`config.mk`:
```
export PLATFORM = sky130hd
export DESIGN_NAME = asg_dac_slew_flat
export DESIGN_NICKNAME = d
export VERILOG_FILES = /design/src/rtl/asg_dac_pkg.sv /design/src/rtl/asg_dac_slew_if.sv /design/src/rtl/asg_dac_cal.sv /design/src/rtl/asg_dac_slew.sv /design/src/flat_wrapper.sv
export SDC_FILE = /design/constraint.sdc
export NUM_CORES = 1
export LEC_CHECK = 0
export BUFFER_PORTS_ARGS = -buffer_cell sky130_fd_sc_hd__buf_2
export CORE_MARGIN = 5
export CORE_UTILIZATION = 35
export CTS_CLUSTER_SIZE = 20
export DETAILED_ROUTE_END_ITERATION = 6
export GPL_ROUTABILITY_DRIVEN = 0
export GPL_TIMING_DRIVEN = 0
export PLACE_DENSITY_LB_ADDON = 0.3
export SLEW_MARGIN = 25
export SYNTH_ARGS = -nofsm -noshare
export SYNTH_HDL_FRONTEND = slang
export SYNTH_SLANG_ARGS = --single-unit
```
`constraint.sdc`:
```
create_clock -name dac_clk_i -period 6.6 [get_ports dac_clk_i]
set_clock_uncertainty 0.2 [all_clocks]
set_input_delay 0.33 -clock dac_clk_i [delete_from_list [all_inputs] [get_ports dac_clk_i]]
set_output_delay 0.33 -clock dac_clk_i [all_outputs]
set_load 0.02 [all_outputs]
```
`src/rtl/asg_dac_pkg.sv`:
```
// Shared types and constants for the ASG DAC output conditioning path.
package asg_dac_pkg;

  localparam int          DW_DEF     = 14;
  localparam int          GAIN_FRAC  = 14;
  localparam logic [15:0] GAIN_UNITY = 16'h4000;

  typedef enum logic [1:0] {
    ST_OFF       = 2'd0,
    ST_RAMP_UP   = 2'd1,
    ST_RUN       = 2'd2,
    ST_RAMP_DOWN = 2'd3
  } dac_state_e;

endpackage

```
`src/rtl/asg_dac_slew_if.sv`:
```
// Sample, configuration and status bundle between the ASG channel and the DAC slew block.
interface asg_dac_slew_if
  import asg_dac_pkg::*;
#(
  parameter int DW = DW_DEF
);

  logic signed [DW-1:0] dat_i;
  logic                 set_en_i;
  logic                 set_kill_i;
  logic [15:0]          set_gain_i;
  logic signed [DW-1:0] set_ofs_i;
  logic [DW-1:0]        set_slew_i;
  logic signed [DW-1:0] dac_o;
  logic [DW-1:0]        dac_dat_o;
  logic [1:0]           state_o;
  logic                 busy_o;
  logic                 limit_o;

  modport master (
    output dat_i, set_en_i, set_kill_i, set_gain_i, set_ofs_i, set_slew_i,
    input  dac_o, dac_dat_o, state_o, busy_o, limit_o
  );

  modport slave (
    input  dat_i, set_en_i, set_kill_i, set_gain_i, set_ofs_i, set_slew_i,
    output dac_o, dac_dat_o, state_o, busy_o, limit_o
  );

endinterface

```
`src/rtl/asg_dac_cal.sv`:
```
// Two-stage calibration: Q2.14 gain multiply, then offset add with saturation to DW bits.
module asg_dac_cal
  import asg_dac_pkg::*;
#(
  parameter int DW = DW_DEF
) (
  input  logic                 clk_i,
  input  logic                 rstn_i,
  input  logic signed [DW-1:0] dat_i,
  input  logic [15:0]          gain_i,
  input  logic signed [DW-1:0] ofs_i,
  output logic signed [DW-1:0] cal_o
);

  localparam int PW = DW + 17;
  localparam int SW = DW + 3;
  localparam logic signed [SW-1:0] MAX_V = {{(SW-DW+1){1'b0}}, {(DW-1){1'b1}}};
  localparam logic signed [SW-1:0] MIN_V = {{(SW-DW+1){1'b1}}, {(DW-1){1'b0}}};

  logic signed [PW-1:0] prod_q, prod_d, prod_sh;
  logic signed [SW-1:0] sum;
  logic signed [DW-1:0] cal_q, cal_d;

  always_comb begin
    // gain is unsigned; a zero MSB keeps it positive in the signed multiply
    prod_d  = PW'(dat_i) * PW'($signed({1'b0, gain_i}));
    prod_sh = prod_q >>> GAIN_FRAC;
    sum     = SW'(prod_sh) + SW'(ofs_i);
    if (sum > MAX_V) begin
      cal_d = MAX_V[DW-1:0];
    end else if (sum < MIN_V) begin
      cal_d = MIN_V[DW-1:0];
    end else begin
      cal_d = sum[DW-1:0];
    end
  end

  always_ff @(posedge clk_i or negedge rstn_i) begin
    if (!rstn_i) begin
      prod_q <= '0;
      cal_q  <= '0;
    end else begin
      prod_q <= prod_d;
      cal_q  <= cal_d;
    end
  end

  assign cal_o = cal_q;

endmodule

```
`src/rtl/asg_dac_slew.sv`:
```
// DAC output conditioning: calibrated sample, enable/kill sequencing and per-cycle slew limiter.
//   state        | meaning
//   ST_OFF       | output held at zero, waiting for enable
//   ST_RAMP_UP   | slewing from current output toward calibrated sample
//   ST_RUN       | tracking calibrated sample, slew limit still applied
//   ST_RAMP_DOWN | slewing from current output toward zero
module asg_dac_slew
  import asg_dac_pkg::*;
#(
  parameter int DW = DW_DEF
) (
  input  logic           dac_clk_i,
  input  logic           dac_rstn_i,
  asg_dac_slew_if.slave  bus
);

  logic signed [DW-1:0] cal;
  logic signed [DW-1:0] target;
  logic signed [DW:0]   diff, dac_x, slew_x, stepped;
  logic [DW:0]          mag;
  logic                 clamp;
  logic signed [DW-1:0] dac_step;

  dac_state_e           state_q, state_d;
  logic signed [DW-1:0] dac_q, dac_d;
  logic [DW-1:0]        dac_dat_q;
  logic                 busy_q, limit_q, limit_d;

  asg_dac_cal #(.DW(DW)) u_cal (
    .clk_i  (dac_clk_i),
    .rstn_i (dac_rstn_i),
    .dat_i  (bus.dat_i),
    .gain_i (bus.set_gain_i),
    .ofs_i  (bus.set_ofs_i),
    .cal_o  (cal)
  );

  always_comb begin
    target   = (state_q == ST_RAMP_UP || state_q == ST_RUN) ? cal : '0;
    dac_x    = (DW+1)'(dac_q);
    slew_x   = $signed({1'b0, bus.set_slew_i});
    diff     = (DW+1)'(target) - dac_x;
    mag      = diff[DW] ? $unsigned(-diff) : $unsigned(diff);
    clamp    = (bus.set_slew_i != '0) && (mag > {1'b0, bus.set_slew_i});
    // a clamped step lies strictly between dac_q and target, so it always fits DW bits
    stepped  = diff[DW] ? (dac_x - slew_x) : (dac_x + slew_x);
    dac_step = clamp ? stepped[DW-1:0] : target;
  end

  always_comb begin
    state_d = state_q;
    dac_d   = dac_step;
    limit_d = clamp;
    if (bus.set_kill_i) begin
      state_d = ST_OFF;
      dac_d   = '0;
      limit_d = 1'b0;
    end else begin
      unique case (state_q)
        ST_OFF: begin
          dac_d   = '0;
          limit_d = 1'b0;
          if (bus.set_en_i) state_d = ST_RAMP_UP;
        end
        ST_RAMP_UP: begin
          if (!bus.set_en_i)  state_d = ST_RAMP_DOWN;
          else if (!clamp)    state_d = ST_RUN;
        end
        ST_RUN: begin
          if (!bus.set_en_i)  state_d = ST_RAMP_DOWN;
        end
        ST_RAMP_DOWN: begin
          if (bus.set_en_i)   state_d = ST_RAMP_UP;
          else if (!clamp)    state_d = ST_OFF;
        end
        default: state_d = ST_OFF;
      endcase
    end
  end

  always_ff @(posedge dac_clk_i or negedge dac_rstn_i) begin
    if (!dac_rstn_i) begin
      state_q   <= ST_OFF;
      dac_q     <= '0;
      dac_dat_q <= {1'b0, {(DW-1){1'b1}}};
      busy_q    <= 1'b0;
      limit_q   <= 1'b0;
    end else begin
      state_q   <= state_d;
      dac_q     <= dac_d;
      dac_dat_q <= {dac_d[DW-1], ~dac_d[DW-2:0]};
      busy_q    <= (state_d == ST_RAMP_UP) || (state_d == ST_RAMP_DOWN);
      limit_q   <= limit_d;
    end
  end

  assign bus.dac_o     = dac_q;
  assign bus.dac_dat_o = dac_dat_q;
  assign bus.state_o   = state_q;
  assign bus.busy_o    = busy_q;
  assign bus.limit_o   = limit_q;

endmodule
```
`src/flat_wrapper.sv`:
```
// flat-port wrapper written by rule: the top's interface ports become plain ports
module asg_dac_slew_flat import asg_dac_pkg::*;
#(
  parameter int DW = DW_DEF
)
  (dac_clk_i, dac_rstn_i, bus_dat_i, bus_set_en_i, bus_set_kill_i, bus_set_gain_i, bus_set_ofs_i, bus_set_slew_i, bus_dac_o, bus_dac_dat_o, bus_state_o, bus_busy_o, bus_limit_o);
  asg_dac_slew_if #(.DW(DW)) bus_i ();
  input  logic dac_clk_i;
  input  logic dac_rstn_i;
  input wire logic [$bits(bus_i.dat_i)-1:0] bus_dat_i;
  input wire logic [$bits(bus_i.set_en_i)-1:0] bus_set_en_i;
  input wire logic [$bits(bus_i.set_kill_i)-1:0] bus_set_kill_i;
  input wire logic [$bits(bus_i.set_gain_i)-1:0] bus_set_gain_i;
  input wire logic [$bits(bus_i.set_ofs_i)-1:0] bus_set_ofs_i;
  input wire logic [$bits(bus_i.set_slew_i)-1:0] bus_set_slew_i;
  output wire logic [$bits(bus_i.dac_o)-1:0] bus_dac_o;
  output wire logic [$bits(bus_i.dac_dat_o)-1:0] bus_dac_dat_o;
  output wire logic [$bits(bus_i.state_o)-1:0] bus_state_o;
  output wire logic [$bits(bus_i.busy_o)-1:0] bus_busy_o;
  output wire logic [$bits(bus_i.limit_o)-1:0] bus_limit_o;
  assign bus_i.dat_i = bus_dat_i;
  assign bus_i.set_en_i = bus_set_en_i;
  assign bus_i.set_kill_i = bus_set_kill_i;
  assign bus_i.set_gain_i = bus_set_gain_i;
  assign bus_i.set_ofs_i = bus_set_ofs_i;
  assign bus_i.set_slew_i = bus_set_slew_i;
  assign bus_dac_o = bus_i.dac_o;
  assign bus_dac_dat_o = bus_i.dac_dat_o;
  assign bus_state_o = bus_i.state_o;
  assign bus_busy_o = bus_i.busy_o;
  assign bus_limit_o = bus_i.limit_o;
  asg_dac_slew #(.DW(DW)) u_core (.dac_clk_i(dac_clk_i), .dac_rstn_i(dac_rstn_i), .bus(bus_i));
endmodule
```
==> metrics.csv, run 1 <==
stage;metric;value;unit
outcome;status;finished clean;
logic_synthesis;share of Yosys cell area claimed by the top area cell type;26.8;%
finish;share of post-route cells with drive strength above 1;12.9;%
timing;total count of hold-check failures in the final report;0;
floorplanning;I/O pin cnt;94;
timing;Fmax achieved;0.158;GHz
critical_path;flop-to-flop setup slack;0.45;ns
floorplanning;Initial Utilization;35.2;%
hold_path;count of cells along the worst hold path;4;
drt;average wire per standard cell;16.3;µm
hold_path;worst min path class;input port to register;
global_routing;total global routing track utilization;16.5;%
clock_tree;H-tree levels;3;
drt;per-cell via count in the routed design;4.96;
finish;area growth from synthesis to layout;12.0;%
hold_path;Worst Hold Endpoint;u_core.bus.state_o[0];
drt;antenna-violating nets left;0;
logic_synthesis;FFs w/ async S/R, synth;100;%
critical_path;endpoint of the worst-slack reg-to-reg timing path;u_core.bus.dac_o[12];
drt;final wirelength;32.1;mm
drt;number of vias after detailed routing;9769;
global_routing;number of antenna violations at the first check in global routing;0;
clock_tree;worst-skew pair later-pin latency;0.33;ns
logic_synthesis;Synth Area per Inst;8.86;µm²
timing;aggregate negative setup slack;0;ns
timing;final slew viol count;0;
floorplanning;area of the core;35400;µm²
floorplanning;total number of placement rows;69;
global_routing;global-route wire length before repair;51.7;mm
timing;crit path setup slack, layout;0.252;ns
global_routing;number of global-route vias before repair;9989;
logic_synthesis;Synth cell types;70;
run;max-capacitance violation count;0;
floorplanning;die boundary height;199;µm
global_routing;grt total ovfl;0;
global_routing;largest net degree at the start of global routing;44;
clock_tree;CTS tree;yes;
drt;Pre-antenna DRT Iters;5;
timing;Max transition margin;49.7;%
logic_synthesis;sequential fraction of the synthesis area;12.4;%
logic_synthesis;Primary FF master, synth;sky130_fd_sc_hd__dfrtp_1;
logic_synthesis;cell type contributing the most total cell area after synthesis;sky130_fd_sc_hd__fa_1;
critical_path;cells on worst reg2reg path;27;
logic_synthesis;ranking of synthesized cells by instance count;217 x sky130_fd_sc_hd__inv_1, 178 x sky130_fd_sc_hd__nand2_1, 167 x sky130_fd_sc_hd__fa_1, 167 x sky130_fd_sc_hd__ha_1, 101 x sky130_fd_sc_hd__and2_1;
finish;nets@finish;1900;
logic_synthesis;number of synthesized flops with an enable pin;0;
logic_synthesis;most used standard cell by instance count after synthesis;sky130_fd_sc_hd__inv_1;
logic_synthesis;post-synthesis register bit count;61;
clock_tree;# clock sinks;61;
logic_synthesis;number of instances in the synthesized netlist;1407;
timing;hold slack;0.177;ns
hold_path;origin of the worst min-delay path;bus_set_kill_i;
clock_tree;clock tree buffer depth;2;
place;Place WS;-1.15;ns
critical_path;data required time at the worst endpoint;6.66;ns
timing;slew at the pin with the worst max-slew slack;0.752;ns
critical_path;WS Path Type;input port to register;
critical_path;crit path launch type;input port;
logic_synthesis;Ys Warns;0;
place;detailed placement HPWL;27.4;mm
clock_tree;number of buffers created by CTS;9;
logic_synthesis;net count of the mapped netlist;1803;
place;Port Buffers;93;
floorplanning;Die X;199;µm
logic_synthesis;Cell Area, Synth;12500;µm²
critical_path;worst endpoint data arrival time;6.40;ns
critical_path;Worst setup EP type;register;
critical_path;critical path fanouts, max;10;
critical_path;r2r startpoint;u_core.bus.state_o[0];
timing;fin crit period;6.35;ns
timing;final period utilization;96.2;%
timing;final-report setup violation count;0;
clock_tree;clock slew seen by the registers of the worst setup and hold paths;0.05;ns
logic_synthesis;cell types occupying the most area after synthesis;sky130_fd_sc_hd__fa_1 27%, sky130_fd_sc_hd__ha_1 17%, sky130_fd_sc_hd__dfrtp_1 9.6%;
floorplanning;floorplan die area;39500;µm²
clock_tree;buffer cell driving the clock tree root;sky130_fd_sc_hd__clkbuf_16;
drt;Initial DRC Count;428;
drt;number of design rule violations left after detail routing;0;
==> per-layer routing <==
metal / wire (µm) / track usage (%) / vias up
li1: - / - / 4765
met1: 14700 / 22.6 / 4785
met2: 15700 / 28.1 / 193
met3: 1210 / 2.18 / 26
met4: 423 / 3.17 / 0
met5: 0 / 0 / -
==> final cells by class <==
type	instances	area [µm²]
Fill cell	3651	21400
Inverter	217	815
Clock buffer	15	268
Sequential cell	61	1540
Timing Repair Buffer	96	513
Multi-Input combinational cell	1079	9980
Buffer	40	226
Clock inverter	1	30.0
Antenna cell	1	2.50
Tap cell	461	577
==> state kept, by name (all words and copies together) (netlist names) <==
| signal | cells |
|---|---|
| u_core.u_cal.cal_o | 14 |
| u_core.bus.dac_o | 13 |
| u_core.bus.state_o | 2 |
| u_core.bus.dac_dat_o | 14 |
| u_core.u_cal.prod_q | 17 |
| u_core.bus.limit_o | 1 |
==> critical path, cell delays in order <==
cell and delay, ns:
sky130_fd_sc_hd__buf_2 0.23, sky130_fd_sc_hd__buf_2 0.29, sky130_fd_sc_hd__nand2_1 0.11, sky130_fd_sc_hd__fa_1 0.54, sky130_fd_sc_hd__inv_1 0.05, sky130_fd_sc_hd__fa_1 0.39
sky130_fd_sc_hd__fa_1 0.54, sky130_fd_sc_hd__inv_1 0.05, sky130_fd_sc_hd__fa_1 0.52, sky130_fd_sc_hd__inv_1 0.05, sky130_fd_sc_hd__fa_1 0.46, sky130_fd_sc_hd__fa_1 0.48
sky130_fd_sc_hd__ha_1 0.38, sky130_fd_sc_hd__a2111oi_2 0.43, sky130_fd_sc_hd__a211oi_1 0.16, sky130_fd_sc_hd__a2111oi_2 0.34, sky130_fd_sc_hd__o21ai_1 0.23, sky130_fd_sc_hd__a211oi_2 0.30
sky130_fd_sc_hd__nor2_1 0.11, sky130_fd_sc_hd__o41ai_2 0.24, sky130_fd_sc_hd__xnor2_1 0.15
==> how the worst max path moves through the flow <==
stage                  startpoint                 endpoint  slack (ns)  depth (start not counted)
2_1_floorplan       bus_dat_i[13]  u_core.u_cal.prod_q[30]        0.13                         20
3_3_place_gp        bus_dat_i[13]  u_core.u_cal.prod_q[30]       -1.06                         21
3_5_place_dp        bus_dat_i[13]  u_core.u_cal.prod_q[30]       -1.15                         21
4_1_cts             bus_dat_i[13]  u_core.u_cal.prod_q[30]       0.007                         21
5_1_grt         bus_set_gain_i[7]  u_core.u_cal.prod_q[30]       -0.05                         22
6_report       bus_set_gain_i[11]  u_core.u_cal.prod_q[30]        0.25                         21
==> layout by cell type (no fill, tap or decap), types with 13 or more instances in the layout <==
| cell | Yosys | routed |
|---|---|---|
| sky130_fd_sc_hd__clkbuf_1 | 42 | 13 |
| sky130_fd_sc_hd__a21o_1 | 16 | 16 |
| sky130_fd_sc_hd__ha_1 | 167 | 166 |
| sky130_fd_sc_hd__clkbuf_2 | 0 | 13 |
| sky130_fd_sc_hd__dfstp_2 | 13 | 13 |
| sky130_fd_sc_hd__dfrtp_1 | 48 | 47 |
| sky130_fd_sc_hd__nor2_1 | 59 | 59 |
| sky130_fd_sc_hd__xnor2_1 | 54 | 54 |
| sky130_fd_sc_hd__nand2_1 | 178 | 178 |
| sky130_fd_sc_hd__xor2_1 | 20 | 20 |
| sky130_fd_sc_hd__buf_2 | 5 | 98 |
| sky130_fd_sc_hd__fa_1 | 167 | 167 |
| sky130_fd_sc_hd__inv_1 | 217 | 217 |
| sky130_fd_sc_hd__and2_1 | 101 | 100 |
| sky130_fd_sc_hd__nand2b_1 | 21 | 21 |
| sky130_fd_sc_hd__nor3_1 | 19 | 18 |
| sky130_fd_sc_hd__nand3_1 | 21 | 21 |
| sky130_fd_sc_hd__a21oi_1 | 40 | 39 |
| sky130_fd_sc_hd__o21ai_0 | 49 | 44 |
==> what timing repair did <==
item,in CTS,in global routing
setup buffers,0,1
pin swaps,0,4
setup endpoints to repair,39,33
hold buffers,1,0
endpoints found under the hold margin,18,0
gates resized for setup,31,50
==> through the flow <==
stage | util (%) | cell area, µm² | instances
2_1_floorplan | - | 12500 | 1407
3_3_place_gp | 38.2 | 13500 | 1961
3_5_place_dp | 38.2 | 13500 | 1962
4_1_cts | 39.2 | 13900 | 1975
5_1_grt | 39.4 | 14000 | 1970
6_report | 39.4 | 14000 | 1971
==> kinds of logic (layout without fill, tap and decap cells) <==
kind of cell	count (synthesis)	after routing	share of synthesized area, %
other	0	1	0
adders and majority gates	335	335	43.7
and+or+nand+nor	463	463	18.4
AOI/OAI and AO/OA	185	185	10.1
xor gates and xnor gates	74	74	5.20
DFF	61	61	12.4
buffers and inverters	267	369	8.21
muxes	22	22	2.12
Power of run 1 is not shown: default switching activity piles up to over one toggle a cycle in this logic, so the estimate is an artifact.
==> inputs of run 2 (changes only) <==
--- a/config.mk
+++ b/config.mk
@@ -6,13 +6,14 @@
 export NUM_CORES = 1
 export LEC_CHECK = 0
 export BUFFER_PORTS_ARGS = -buffer_cell sky130_fd_sc_hd__buf_2
-export CORE_MARGIN = 5
+export CORE_MARGIN = 8
 export CORE_UTILIZATION = 35
 export CTS_CLUSTER_SIZE = 20
 export DETAILED_ROUTE_END_ITERATION = 6
 export GPL_ROUTABILITY_DRIVEN = 0
 export GPL_TIMING_DRIVEN = 0
 export PLACE_DENSITY_LB_ADDON = 0.3
+export REMOVE_ABC_BUFFERS = 1
 export SLEW_MARGIN = 25
 export SYNTH_ARGS = -nofsm -noshare
 export SYNTH_HDL_FRONTEND = slang
==> run 2 against run 1 <==
  * Utilization fell by 0.46 points
  * Register-to-register slack gained 0.04 ns
  * Critical path depth unchanged
  * Setup slack improved by 0.12 ns
  * Sequential share of layout area is 0.15 points higher
  * Non-clock buffer count down 39
  * Global-route usage down 2.1 points
  * Via count down 1.6%
  * Worst hold slack worse by 0.0076 ns
  * Cell area shrank 1.4%
  * First-iteration DRC count fell by 2.3%
  * Maximum frequency up 2.0%
==> metrics.csv, run 2 (synthesis results as in run 1) <==
stage;metric;value;unit;change
outcome;status;finished clean;;
global_routing;number of global-route vias before repair;9928;;-0.61%
finish;most common cell after layout, fill and taps aside;sky130_fd_sc_hd__inv_1;;
clock_tree;buffer cell driving the clock tree root;sky130_fd_sc_hd__clkbuf_16;;
clock_tree;worst-skew pair later-pin latency;0.34;ns;about the same
floorplanning;total number of placement rows;69;;unchanged
hold_path;worst min path class;input port to register;;
timing;final-report setup violation count;0;;unchanged
clock_tree;# clock sinks;61;;unchanged
floorplanning;floorplan die area;41900;µm²;+6.1%
finish;area growth from synthesis to layout;10.4;%;
drt;antenna-violating nets left;0;;unchanged
timing;Max transition margin;46.9;%;-2.8 points
timing;final slew viol count;0;;unchanged
timing;slew at the pin with the worst max-slew slack;0.796;ns;+0.0435 ns
place;detailed placement HPWL;24.5;mm;-11%
floorplanning;Initial Utilization;35.3;%;+0.086 points
timing;total count of hold-check failures in the final report;0;;unchanged
timing;fin crit period;6.22;ns;-0.125 ns
place;Port Buffers;93;;unchanged
global_routing;grt total ovfl;0;;unchanged
drt;number of design rule violations left after detail routing;0;;unchanged
floorplanning;I/O pin cnt;94;;unchanged
finish;most frequent cells in the layout;217 x sky130_fd_sc_hd__inv_1, 177 x sky130_fd_sc_hd__nand2_1, 167 x sky130_fd_sc_hd__fa_1, 166 x sky130_fd_sc_hd__ha_1, 100 x sky130_fd_sc_hd__and2_1;;
timing;hold slack;0.170;ns;-0.00761 ns
critical_path;WS Path Type;input port to register;;
floorplanning;Die X;205;µm;+3.0%
run;max-capacitance violation count;0;;unchanged
drt;Initial DRC Count;418;;-2.3%
critical_path;Worst setup EP type;register;;
drt;average wire per standard cell;15.4;µm;-5.3%
clock_tree;clock slew seen by the registers of the worst setup and hold paths;0.06;ns;about the same
clock_tree;H-tree levels;3;;unchanged
critical_path;worst endpoint data arrival time;6.29;ns;-0.11 ns
finish;Antenna diodes;0;;-1
timing;final period utilization;94.3;%;-1.9 points
drt;Pre-antenna DRT Iters;6;;+1
global_routing;number of antenna violations at the first check in global routing;0;;unchanged
finish;share of post-route cells with drive strength above 1;11.0;%;-1.9 points
clock_tree;clock tree buffer depth;2;;unchanged
global_routing;global-route wire length before repair;49.7;mm;-3.8%
finish;max reg flops;17;;unchanged
finish;register with the most flip-flops;u_core.u_cal.prod_q;;
drt;per-cell via count in the routed design;4.98;;+0.39%
global_routing;total global routing track utilization;14.4;%;-2.1 points
drt;final wirelength;29.7;mm;-7.2%
critical_path;critical path fanouts, max;16;;+6
clock_tree;CTS tree;yes;;
timing;Fmax achieved;0.161;GHz;+2.0%
critical_path;data required time at the worst endpoint;6.67;ns;about the same
floorplanning;area of the core;35300;µm²;-0.24%
finish;nets@finish;1861;;-2.1%
timing;unrepaired setup endpoints after global routing;no;;
clock_tree;number of buffers created by CTS;9;;unchanged
critical_path;crit path launch type;input port;;
global_routing;largest net degree at the start of global routing;46;;+4.5%
floorplanning;die boundary height;205;µm;+3.0%
drt;number of vias after detailed routing;9608;;-1.6%
## run 2: worst paths after layout
path	start	to	slack, ns	cells past startpoint
max	bus_dat_i[9]	u_core.u_cal.prod_q[30]	0.38	21
min	bus_set_kill_i	u_core.bus.state_o[0]	0.17	4
max reg2reg	u_core.bus.state_o[0]	u_core.bus.dac_o[12]	0.49	21
min reg2reg	u_core.u_cal.cal_o[0]	u_core.bus.dac_dat_o[0]	0.48	3
max in group asynchronous	dac_rstn_i	u_core.bus.dac_dat_o[7]	5.44	3
min in group asynchronous	dac_rstn_i	u_core.bus.dac_dat_o[13]	0.21	2
## run 2: area by class of cell
class	count	area, µm²
Timing Repair Buffer	97	567
Sequential cell	61	1540
Fill cell	3630	21600
Multi-Input combinational cell	1079	9960
Tap cell	461	577
Clock buffer	9	225
Inverter	217	815
Clock inverter	7	73.8
## run 2: stage by stage
step / cell area [µm²] / cells / TNS [ns] / setup slack (ns) / util [%]
finish: 13800 / 1931 / 0 / 0.377 / 39.0
global route: 13800 / 1931 / 0 / 0.0551 / 39.0
CTS: 13700 / 1930 / 0 / 0.0268 / 38.8
detailed placement: 13400 / 1913 / -4.16 / -0.746 / 37.8
global placement: 13300 / 1911 / -17.47 / -0.757 / 37.7
floorplan: 12300 / 1357 / 0 / 0.182 / -
## run 2: critical path: stages
cell and delay [ns]:
sky130_fd_sc_hd__buf_2 0.29, sky130_fd_sc_hd__nand2_1 0.13, sky130_fd_sc_hd__fa_1 0.50, sky130_fd_sc_hd__fa_1 0.54
sky130_fd_sc_hd__inv_1 0.05, sky130_fd_sc_hd__fa_1 0.49, sky130_fd_sc_hd__inv_1 0.06, sky130_fd_sc_hd__fa_1 0.54
sky130_fd_sc_hd__inv_1 0.06, sky130_fd_sc_hd__fa_1 0.50, sky130_fd_sc_hd__fa_1 0.50, sky130_fd_sc_hd__ha_1 0.32
sky130_fd_sc_hd__o21ai_0 0.12, sky130_fd_sc_hd__a21oi_1 0.16, sky130_fd_sc_hd__nor3b_1 0.17, sky130_fd_sc_hd__a2111oi_2 0.45
sky130_fd_sc_hd__o21ai_1 0.23, sky130_fd_sc_hd__a211oi_2 0.31, sky130_fd_sc_hd__nor2_1 0.11, sky130_fd_sc_hd__o41ai_2 0.27
sky130_fd_sc_hd__xnor2_1 0.15
## run 2: routing by layer
metal | track usage, % | vias up | wire [µm]
met4 | 2.34 | 0 | 238
met2 | 24.7 | 162 | 14600
met3 | 2.21 | 19 | 1180
li1 | - | 4665 | -
met5 | 0 | - | 0
met1 | 19.3 | 4762 | 13800
## run 2: repair_timing
item,4_1_cts,5_1_grt
setup buffers,0,1
endpoints found under the setup margin,16,29
endpoints found under the hold margin,54,0
hold buffers,1,0
pin swaps,0,2
gates resized for setup,6,17
Power of run 2 is left out for the same reason.
==> inputs of run 3 (changes only) <==
--- a/config.mk
+++ b/config.mk
@@ -13,6 +13,7 @@
 export GPL_ROUTABILITY_DRIVEN = 0
 export GPL_TIMING_DRIVEN = 0
 export PLACE_DENSITY_LB_ADDON = 0.3
+export RECOVER_POWER = 25
 export REMOVE_ABC_BUFFERS = 1
 export SLEW_MARGIN = 25
 export SYNTH_ARGS = -nofsm -noshare
==> run 3 against run 2 <==
  * The run now ends with max-capacitance violations, max-slew violations left
  * Critical path depth unchanged
  * Final cell count unchanged
  * Sequential share of layout area about the same
  * Die area unchanged
  * First-iteration DRC count unchanged
  * Register-to-register slack about the same
  * Utilization decreased by 0.078 points
  * Global-route usage unchanged
  * Largest cell class unchanged
  * Highest routed layer unchanged
==> metrics.csv, run 3 (synthesis results as in run 1) <==
stage;metric;value;unit;change
outcome;status;complete, but fails checks;;
outcome;violations in the final reports;max-capacitance violations, max-slew violations;;
finish;Antenna diodes;0;;unchanged
critical_path;endpoint of the worst-slack reg-to-reg timing path;u_core.bus.dac_o[12];;
critical_path;r2r startpoint;u_core.bus.state_o[0];;
timing;fin crit period;6.22;ns;-0.0000170 ns
timing;final-report setup violation count;0;;unchanged
timing;Max transition margin;-55.3;%;-100 points
critical_path;worst setup path endpoint;u_core.u_cal.prod_q[30];;
floorplanning;Initial Utilization;35.3;%;unchanged
critical_path;cell with the biggest individual delay on the critical path;sky130_fd_sc_hd__fa_1;;
global_routing;global-route wire length before repair;49.7;mm;unchanged
floorplanning;die boundary height;205;µm;unchanged
drt;average wire per standard cell;15.4;µm;about the same
drt;antenna-violating nets left;0;;unchanged
finish;max reg flops;17;;unchanged
critical_path;maximum single-stage delay on the critical path;0.54;ns;about the same
drt;amount of wire on met2 after detailed routing;14.6;mm;about the same
finish;share of post-route cells with drive strength above 1;10.9;%;-0.14 points
critical_path;crit path launch;bus_dat_i[9];;
critical_path;Worst setup EP type;register;;
critical_path;cells on worst reg2reg path;21;;unchanged
hold_path;worst min path class;input port to register;;
drt;number of design rule violations left after detail routing;0;;unchanged
floorplanning;area of the core;35300;µm²;unchanged
timing;Fmax achieved;0.161;GHz;unchanged
clock_tree;# clock sinks;61;;unchanged
place;Port Buffers;93;;unchanged
place;placed inst area;13400;µm²;unchanged
floorplanning;total number of placement rows;69;;unchanged
drt;number of vias after detailed routing;9614;;+0.062%
finish;most common cell after layout, fill and taps aside;sky130_fd_sc_hd__inv_1;;
critical_path;series of cell instances along the critical path;buf_2 -> nand2_1 -> fa_1 -> fa_1 -> inv_1 -> fa_1 -> inv_1 -> fa_1 -> inv_1 -> fa_1 -> fa_1 -> ha_1 -> o21ai_0 -> a21oi_1 -> nor3b_1 -> a2111oi_2 -> o21ai_1 -> a211oi_2 -> nor2_1 -> o41ai_2 -> xnor2_1;;
finish;most frequent cells in the layout;217 x sky130_fd_sc_hd__inv_1, 177 x sky130_fd_sc_hd__nand2_1, 167 x sky130_fd_sc_hd__fa_1, 166 x sky130_fd_sc_hd__ha_1, 100 x sky130_fd_sc_hd__and2_1;;
global_routing;number of antenna violations at the first check in global routing;0;;unchanged
drt;Initial DRC Count;418;;unchanged
place;Place WS;-0.746;ns;unchanged
timing;crit path setup slack, layout;0.377;ns;+0.0000170 ns
critical_path;flop-to-flop setup slack;0.49;ns;about the same
finish;register with the most flip-flops;u_core.u_cal.prod_q;;
critical_path;worst endpoint data arrival time;6.29;ns;about the same
drt;Pre-antenna DRT Iters;6;;unchanged
critical_path;WS Path Type;input port to register;;
clock_tree;number of buffers created by CTS;9;;unchanged
drt;per-cell via count in the routed design;4.98;;about the same
global_routing;total global routing track utilization;14.4;%;unchanged
global_routing;grt total ovfl;0;;unchanged
timing;unrepaired setup endpoints after global routing;no;;
finish;area growth from synthesis to layout;10.2;%;
drt;Routed met1 length;13.7;mm;-0.10%
timing;slew at the pin with the worst max-slew slack;2.33;ns;+1.53 ns
clock_tree;worst-skew pair later-pin latency;0.34;ns;about the same
finish;number of fillers in the final layout;3636;;+0.17%
floorplanning;I/O pin cnt;94;;unchanged
finish;Layout Cell Area excl Fill;13700;µm²;-0.20%
critical_path;crit-path most repeated cell;sky130_fd_sc_hd__fa_1;;
clock_tree;H-tree levels;3;;unchanged
timing;final slew viol count;46;;+46
drt;WL met3;1.17;mm;-0.25%
drt;uppermost metal layer occupied by signal nets;met4;;
floorplanning;floorplan die area;41900;µm²;unchanged
place;detailed placement HPWL;24.5;mm;unchanged
timing;total count of hold-check failures in the final report;0;;unchanged
clock_tree;clock slew seen by the registers of the worst setup and hold paths;0.06;ns;about the same
drt;final wirelength;29.7;mm;about the same
floorplanning;Die X;205;µm;unchanged
global_routing;largest net degree at the start of global routing;46;;unchanged
clock_tree;CTS tree;yes;;
finish;nets@finish;1861;;unchanged
timing;aggregate negative setup slack;0;ns;unchanged
critical_path;crit path launch type;input port;;
global_routing;number of global-route vias before repair;9928;;unchanged
critical_path;data required time at the worst endpoint;6.67;ns;about the same
clock_tree;clock tree buffer depth;2;;unchanged
clock_tree;buffer cell driving the clock tree root;sky130_fd_sc_hd__clkbuf_16;;
run;max-capacitance violation count;1;;+1
critical_path;critical path fanouts, max;16;;unchanged
timing;final period utilization;94.3;%;about the same
-- run 3: critical path: cells and delay by family --
kind / cells / cell delay, ns
xor gates and xnor gates: 1 / 0.15
AOI/OAI and AO/OA: 6 / 1.54
buffers and inverters: 4 / 0.46
adders and majority gates: 7 / 3.39
and+or+nand+nor: 3 / 0.41
-- run 3: routing by layer --
| metal | global-route usage [%] | up-vias |
|---|---|---|
| li1 | - | 4665 |
| met1 | 19.3 | 4766 |
| met2 | 24.7 | 164 |
| met3 | 2.21 | 19 |
| met4 | 2.34 | 0 |
| met5 | 0 | - |
-- run 3: final cells by class --
type / instances / area (µm²) / share of cell area, %
sequential: 61 / 1540 / 11.2
inverter: 217 / 815 / 5.93
multi-input combinational: 1079 / 9960 / 72.5
clock buffer: 9 / 225 / 1.64
tap: 461 / 577 / 4.20
timing repair buffer: 97 / 539 / 3.93
clock inverter: 7 / 73.8 / 0.538
-- run 3: worst min path at each step --
stage	from	to	slack, ns	cells past startpoint
after CTS	bus_set_kill_i	u_core.bus.state_o[0]	0.15	4
after floorplan	dac_rstn_i	u_core.bus.dac_dat_o[13]	-0.17	0
after detailed placement	dac_rstn_i	u_core.bus.dac_dat_o[13]	0.03	1
final	bus_set_kill_i	u_core.bus.state_o[0]	0.17	4
after global placement	u_core.u_cal.prod_q[14]	u_core.u_cal.cal_o[0]	0.46	3
after global routing	bus_set_kill_i	u_core.bus.state_o[0]	0.19	4
-- run 3: per-stage QoR --
step	util, %	hold slack, ns	std cells
floorplan	-	-0.166	1357
global route	38.9	0.185	1931
global placement	37.7	0.460	1911
CTS	38.8	0.147	1930
detailed placement	37.8	0.0288	1913
finish	38.9	0.170	1931
-- run 3: timing repair --
| item | CTS | global route |
|---|---|---|
| gates resized for setup | 6 | 17 |
| setup buffers | 0 | 1 |
| pin swaps | 0 | 2 |
| setup endpoints to repair | 16 | 29 |
| hold buffers | 1 | 0 |
| cloned | 0 | 0 |
| hold endpoints to repair | 54 | 0 |
Power of run 3 is left out for the same reason.
